File: src/rtl/cr_queue_defs.sv
// rtl/cr_queue_defs.sv - shared defaults, entry layout and clog2 helper for CR flow queues
package cr_queue_defs;

    localparam int CR_SEQ_W_DEF   = 32;
    localparam int CR_TX_ID_W_DEF = 4;
    localparam int CR_DEPTH_DEF   = 16;

    // "No packet" marker is the all-ones sequence number.
    localparam logic [CR_SEQ_W_DEF-1:0] CR_SEQ_NONE_DEF = '1;

    // Queue entry layout at the default widths: sequence number in the MSBs, tx id in the LSBs.
    typedef struct packed {
        logic [CR_SEQ_W_DEF-1:0]   seq;
        logic [CR_TX_ID_W_DEF-1:0] tx_id;
    } cr_entry_t;

    // Smallest r with 2**r >= n; usable in parameter defaults.
    function automatic int cr_clog2(input int n);
        int r;
        r = 0;
        for (int i = 0; i < 31; i++) begin
            if ((1 << i) < n) begin
                r = i + 1;
            end
        end
        return r;
    endfunction

endpackage

File: src/rtl/cr_sat_counter.sv
// rtl/cr_sat_counter.sv - saturating up-counter with synchronous clear
module cr_sat_counter #(
    parameter int W = 16
) (
    input  logic         clk,
    input  logic         clr,
    input  logic         inc,
    output logic [W-1:0] count
);

    // Count up on inc, stick at all-ones, clear takes priority.
    always_ff @(posedge clk) begin
        if (clr) begin
            count <= '0;
        end else if (inc && (count != {W{1'b1}})) begin
            count <= count + W'(1);
        end
    end

endmodule

File: src/rtl/cr_pkt_queue_ctrl.sv
// rtl/cr_pkt_queue_ctrl.sv - per-flow in-flight packet queue with handshakes, flush and drop count
module cr_pkt_queue_ctrl
    import cr_queue_defs::*;
#(
    parameter int                SEQ_W      = CR_SEQ_W_DEF,
    parameter int                TX_ID_W    = CR_TX_ID_W_DEF,
    parameter int                DEPTH      = CR_DEPTH_DEF,
    parameter int                IND_W      = cr_clog2(DEPTH),
    parameter logic [SEQ_W-1:0]  SEQ_NONE   = {SEQ_W{1'b1}},
    parameter int                DROP_CNT_W = 16
) (
    input  logic                  clk,
    input  logic                  rst,
    input  logic                  flush,
    input  logic                  enq_valid,
    input  logic [SEQ_W-1:0]      enq_seq,
    input  logic [TX_ID_W-1:0]    enq_tx_id,
    output logic                  enq_ready,
    output logic                  deq_valid,
    output logic [SEQ_W-1:0]      deq_seq,
    output logic [TX_ID_W-1:0]    deq_tx_id,
    input  logic                  deq_ready,
    output logic [IND_W:0]        size,
    output logic                  full,
    output logic                  empty,
    output logic [DROP_CNT_W-1:0] drop_cnt
);

    localparam int             ENTRY_W   = SEQ_W + TX_ID_W;
    localparam logic [IND_W:0] DEPTH_SZ  = (IND_W + 1)'(DEPTH);

    logic [ENTRY_W-1:0] mem [DEPTH];
    logic [IND_W-1:0]   head_q;
    logic [IND_W-1:0]   tail_q;
    logic [IND_W:0]     size_q;

    logic enq_req;
    logic enq_fire;
    logic deq_fire;
    logic drop;

    // Flags come only from the registered occupancy, so ready/valid never loop back through the handshake inputs.
    always_comb begin
        full      = (size_q == DEPTH_SZ);
        empty     = (size_q == '0);
        enq_ready = !full;
        deq_valid = !empty;
        size      = size_q;
        deq_seq   = mem[head_q][ENTRY_W-1 -: SEQ_W];
        deq_tx_id = mem[head_q][TX_ID_W-1:0];
    end

    // A SEQ_NONE enqueue is a legacy no-op; flush swallows any enqueue without counting it as a drop.
    always_comb begin
        enq_req  = enq_valid && (enq_seq != SEQ_NONE) && !flush && !rst;
        enq_fire = enq_req && !full;
        drop     = enq_req && full;
        deq_fire = deq_valid && deq_ready && !flush && !rst;
    end

    // Entry storage is written on accepted enqueues only and is never cleared.
    always_ff @(posedge clk) begin
        if (enq_fire) begin
            mem[tail_q] <= {enq_seq, enq_tx_id};
        end
    end

    // Pointers wrap naturally at DEPTH; occupancy is tracked separately to tell full from empty.
    always_ff @(posedge clk) begin
        if (rst || flush) begin
            head_q <= '0;
            tail_q <= '0;
            size_q <= '0;
        end else begin
            if (enq_fire) begin
                tail_q <= tail_q + IND_W'(1);
            end
            if (deq_fire) begin
                head_q <= head_q + IND_W'(1);
            end
            if (enq_fire && !deq_fire) begin
                size_q <= size_q + (IND_W + 1)'(1);
            end else if (deq_fire && !enq_fire) begin
                size_q <= size_q - (IND_W + 1)'(1);
            end
        end
    end

    cr_sat_counter #(
        .W (DROP_CNT_W)
    ) u_drop_cnt (
        .clk   (clk),
        .clr   (rst),
        .inc   (drop),
        .count (drop_cnt)
    );

endmodule

File: config.mk
export PLATFORM = sky130hd
export DESIGN_NAME = cr_pkt_queue_ctrl
export DESIGN_NICKNAME = d
export VERILOG_FILES = /design/src/rtl/cr_queue_defs.sv /design/src/rtl/cr_sat_counter.sv /design/src/rtl/cr_pkt_queue_ctrl.sv
export SDC_FILE = /design/constraint.sdc
export NUM_CORES = 1
export LEC_CHECK = 0
export ABC_AREA = 1
export ABC_CLOCK_PERIOD_IN_PS = 5100
export CAP_MARGIN = 10
export CORE_ASPECT_RATIO = 0.7
export CORE_MARGIN = 4
export CORE_UTILIZATION = 43
export CTS_CLUSTER_DIAMETER = 60
export CTS_CLUSTER_SIZE = 25
export DETAILED_ROUTE_END_ITERATION = 6
export GPL_ROUTABILITY_DRIVEN = 1
export GPL_TIMING_DRIVEN = 0
export SYNTH_ARGS = -nofsm -noshare
export SYNTH_HDL_FRONTEND = slang
export SYNTH_HIERARCHICAL = 1
export SYNTH_SLANG_ARGS = --single-unit
File: constraint.sdc
create_clock -name clk -period 5.1 [get_ports clk]
set_clock_uncertainty 0.05 [all_clocks]
set_input_delay 0.51 -clock clk [delete_from_list [all_inputs] [get_ports clk]]
set_output_delay 0.51 -clock clk [all_outputs]
set_load 0.01 [all_outputs]
* Yosys cells after proc, flatten, opt, wreduce, memory -nomap -nowiden
Memories as Yosys holds them, arrays and structs flattened. A register that Yosys moved wholly into a read port is not among the register bits.
Index checks and enable logic that the tools add are counted.
** Word-level totals
- Register bits :: 29
- Memory bits (writable) :: 576
- Input bits :: 41
- Output and inout bits :: 61
- Logic and storage cells :: 39
- Memories kept :: 1
** Operators by class
- Add/sub/neg operators :: 5
- Equality and inequality tests :: 3
- Mux-type cells :: 6
- Reduce and logical (&&, ||, !) cells :: 20
** Memory list
- mem :: words 16, width 36, rd ports 1, clocked after Yosys merged registers in 1, wr ports 1, line cr_pkt_queue_ctrl.sv:32 : logic [ENTRY_W-1:0] mem [DEPTH];
** Operators with widths (count)
- $ne A32 B32 Y1 const B :: 1
- $add A16 B1 Y16 const B :: 1
- $ne A16 B16 Y1 const B :: 1
- $logic_and A1 B1 Y1 :: 11
- $mux W5 :: 2
- $add A4 B1 Y4 const B :: 2
- $mux W4 :: 2
- $logic_not A1 Y1 :: 6
- $add A5 B1 Y5 const B :: 1
- $eq A5 B5 Y1 const B :: 1
- $logic_not A5 Y1 :: 1
- $sub A5 B1 Y5 const B :: 1
- $mux W1 :: 2
- $reduce_bool A2 Y1 :: 1
- $logic_or A1 B1 Y1 :: 1

* Depth between registers and ports, before layout
- Depth in word-level cells :: 9
- Mapped depth :: 16
- Mapped depth without buffers :: 16

* Modules after synthesis
Netlist, hierarchy kept.
** By module, submodules not included
- cr_pkt_queue_ctrl :: times used 1, cells an instance 1837, area an instance 23687.7 um2, sequential area each 17636.9 um2
- cr_sat_counter :: times used 1, cells an instance 149, area an instance 929.6 um2, sequential area each 320.3 um2

* Worst setup path before layout
OpenSTA, ideal clock, no wires.
- Path kind :: input -> register
- Start point :: in flush
- End point :: mem mem[3][0] in the netlist's numbering (enable)
- Library setup time :: 0.474 ns
- Arrival time :: 3.583 ns
- Required time :: 4.576 ns
- Setup slack :: 0.992 ns
- Stages :: 5
- Path through :: nor2_4 > inv_2 > nor2_2 > nand3_2 > nor3_1
** On the way
- Longest elaborated chain between the ends :: 6
** RTL lines
- start: declaration :: line cr_pkt_queue_ctrl.sv:14 : input logic flush,
- $logic_not A1 Y1 :: line cr_pkt_queue_ctrl.sv:55 : enq_req = enq_valid && (enq_seq != SEQ_NONE) && !flush && !rst;
- $logic_and A1 B1 Y1 (2 in series) :: line cr_pkt_queue_ctrl.sv:55
- $logic_and A1 B1 Y1 :: line cr_pkt_queue_ctrl.sv:56 : enq_fire = enq_req && !full;
- $mux W1 :: line cr_pkt_queue_ctrl.sv:63 : if (enq_fire) begin
- $mux W1 (not written as such) :: line cr_pkt_queue_ctrl.sv:64 : mem[tail_q] <= {enq_seq, enq_tx_id};
- end: declaration :: line cr_pkt_queue_ctrl.sv:32
No other way between the ends.

==> impl_metrics.ini <==
[pwr]
p_int_uw = 7240
leakage_uw = 0.00896
p_comb_share_pct = 5.4
seqPwrFrac_pct = 58.7
p_sw_share_pct = 22.4
p_clk_share_pct = 35.9
peakVddDrop_mv = 0.215
p_switching_uw = 2090
powerDensity_nw_per_um2 = 328

[worst_setup_path]
reg2regPathDepth = 9
cp_common_cell = buf_2
crit_path_max_incr_delay_ns = 0.60
critPathMaxFanout = 10
start_kind = flip-flop
cp.required_ns = 4.54
worstPathCellList = buf_2, buf_2, clkbuf_1, o21ai_0, o211ai_1, nand3_1, nand2_1, clkdlybuf4s50_1
arrival_ns = 3.92
critPathKind = reg2out
critPathSlowestCell = clkdlybuf4s50_1
end_kind = output port

[floorplan]
die-area_um2 = 61200
coreArea_um2 = 56700
die_w_um = 294
start_util_pct = 43.4
io_pins = 102
rows = 73
die_h_um = 208

[synth]
avgSynthCellArea_um2 = 12.4
synth_area_um2 = 24600
ys_types = 35
syn_nets = 2038
ys_seq_area_share_pct = 72.9
synth_area_leaders = edfxtp_1 (70%), nor2_1 (7.6%), o21ai_0 (5.4%), o211ai_1 (4.3%), dfxtp_1 (2.7%)
synth.top_cell.area_share_pct = 70.3
synth_cells = 1986
ys_seq_elements = 609
yosysWarnings = 6
synth_top_area_cell = edfxtp_1

[hold_path]
hold_depth = 2
hold_path_class = reg2reg

[cts]
worst_skew_pair.late_latency_ns = 0.59
cts_tree = built
clkSlewWorstSetupHoldPaths_ns = 0.09
cts_setup_buffers = 0
cts_hold_buf = 0
htreeDepth = 2
cts_root_buf = clkbuf_16
cts_sinks = 609
post_cts_resize_count = 0
numCtsBuffers = 36
clock_path_buffers = 3

[layout]
layout-area-overhead-vs-synth_pct = 15.4
fin_nets = 2204
antenna_cells = 0
regArea_um2 = 18000
final_layout_size_suffix_gt1_share_pct = 8.31
fin_area_um2 = 28400
stdcell_count = 2929
fin_util_pct = 50.1
multi_input_area_um2 = 6010
fill_cells = 4870

[placed_design]
portBuffers = 101
dp_cells = 2864
gp_congestion = 0.847
place_area_um2 = 27200
dpl.hpwl_um = 50000

[sta]
slew_violations = 0
finalSetupViolations = 0
rsz0062_at_grt = false
hold_viol = 0
max_slew_margin_pct = 9.69
post-route-min-period_ns = 4.48
tightest_slew_ns = 1.35
post-route-period-util_pct = 87.8
fmaxAchievable_ghz = 0.223

[global_routing]
grt_overflow = 0
antenna_found_initial = 3
grt_start_max_net_pins = 26
grt.total_usage_pct = 24.8
grt_pass1_vias = 16100
grt_pass1_wl_um = 110000

[route]
wl_met2_um = 33100
highest_layer = met5
met1_length_um = 32700
drc = 0
wirelength_um = 77000
wire_per_inst_um = 26.3
vias = 17000
drt-vias-per-instance = 5.79
dr_wl_met3_um = 9270
final_antenna_net_count = 0
dr.pass1.iters = 5
drt_iter0_drc = 2465

[status]
status = finished clean

[flow_run]
timing.max_cap.violations = 0
==> Yosys cell counts <==
cell type,instances
a211oi_1,1
a21oi_1,17
buf_1,14
buf_12,1
buf_2,29
buf_4,9
buf_6,12
clkbuf_1,53
clkbuf_4,1
clkinv_1,2
dfxtp_1,33
edfxtp_1,576
fa_1,1
ha_1,10
inv_1,30
inv_2,2
inv_6,1
nand2_1,129
nand2_2,3
nand3_1,62
nand3_2,1
nand4_1,5
nor2_1,501
nor2_2,11
nor2_4,3
nor2_8,1
nor3_1,3
o211ai_1,140
o211ai_2,4
o21ai_0,266
o21ai_1,56
or2_0,1
or2_2,1
xnor2_1,1
xor2_1,6
==> through the flow <==
| step | hold slack, ns | setup TNS [ns] | power (uW) | setup slack (ns) |
|---|---|---|---|---|
| floorplan | 0.413 | 0 | 5810 | 0.992 |
| global placement | 0.433 | -997.86 | 6080 | -3.79 |
| detailed placement | 0.453 | 0 | 6090 | 0.932 |
| CTS | 0.466 | 0 | 9350 | 0.754 |
| global route | 0.494 | 0 | 9600 | 0.534 |
| finish | 0.459 | 0 | 9320 | 0.621 |
==> placed cells by master (no fill, tap or decap), types with 29 or more instances in the layout <==
cell and n:
nor2_1 487, clkdlybuf4s50_1 101, clkbuf_1 56, o211ai_1 140, o21ai_1 56, nand3_1 62
inv_1 30, clkbuf_16 37, nand2_1 129, o21ai_0 266, buf_2 29, dfxtp_1 33
edfxtp_1 576
==> sequential cells by signal (all words and copies together) (netlist names), named ones only <==
register          count
u_drop_cnt/count     16
tail_q                4
head_q                4
size                  5
mem                 576
==> area by class of cell <==
class	instances	share of cell area (%)
Buffer	119	2.21
Clock buffer	40	3.30
Clock inverter	25	1.11
Inverter	35	0.480
Multi-Input combinational cell	1223	21.2
Sequential cell	609	63.2
Tap cell	750	3.30
Timing Repair Buffer	128	5.23
==> path summary, 6_finish.rpt <==
kind	startpoint	to	slack (ns)
worst min-delay path	head_q[3]	flip-flop	0.46
worst min register to register	head_q[3]	flip-flop	0.46
worst max-delay path	flip-flop	deq_seq[15]	0.62
worst max register to register	size[0]	mem[9][1]	2.04
==> power groups by stage <==
stage	sequential, uW	combinational [uW]	clock (uW)
final	5480	502	3350
after global routing	5480	543	3580
after CTS	5480	500	3380
after detailed placement	5590	498	0
after global placement	5590	485	0
after floorplan	5590	217	0
==> cells by family (layout without fill, tap and decap cells) <==
group	Yosys count	after routing	synth area share, %
AND/OR/NAND/NOR	721	721	11.7
flip-flops	609	609	72.9
AO/OA/AOI/OAI	484	484	11.4
buffers and inverters	154	347	3.10
adder cells (fa/ha/maj)	11	11	0.590
XOR/XNOR	7	7	0.249
==> layer usage <==
| layer | up-vias | track usage [%] |
|---|---|---|
| met5 | - | 0 |
| met4 | 2 | 6.66 |
| met3 | 139 | 6.45 |
| met2 | 978 | 36.4 |
| met1 | 8336 | 36.8 |
| li1 | 7516 | - |
==> critical path, delay by kind of cell, from the launching register on <==
| family | cells | cell delay (ns) |
|---|---|---|
| flip-flops | 1 | 0.31 |
| AO/OA/AOI/OAI | 2 | 0.52 |
| AND/OR/NAND/NOR | 2 | 0.70 |
| buffers and inverters | 4 | 1.79 |
(Power assumes the default switching activity.)
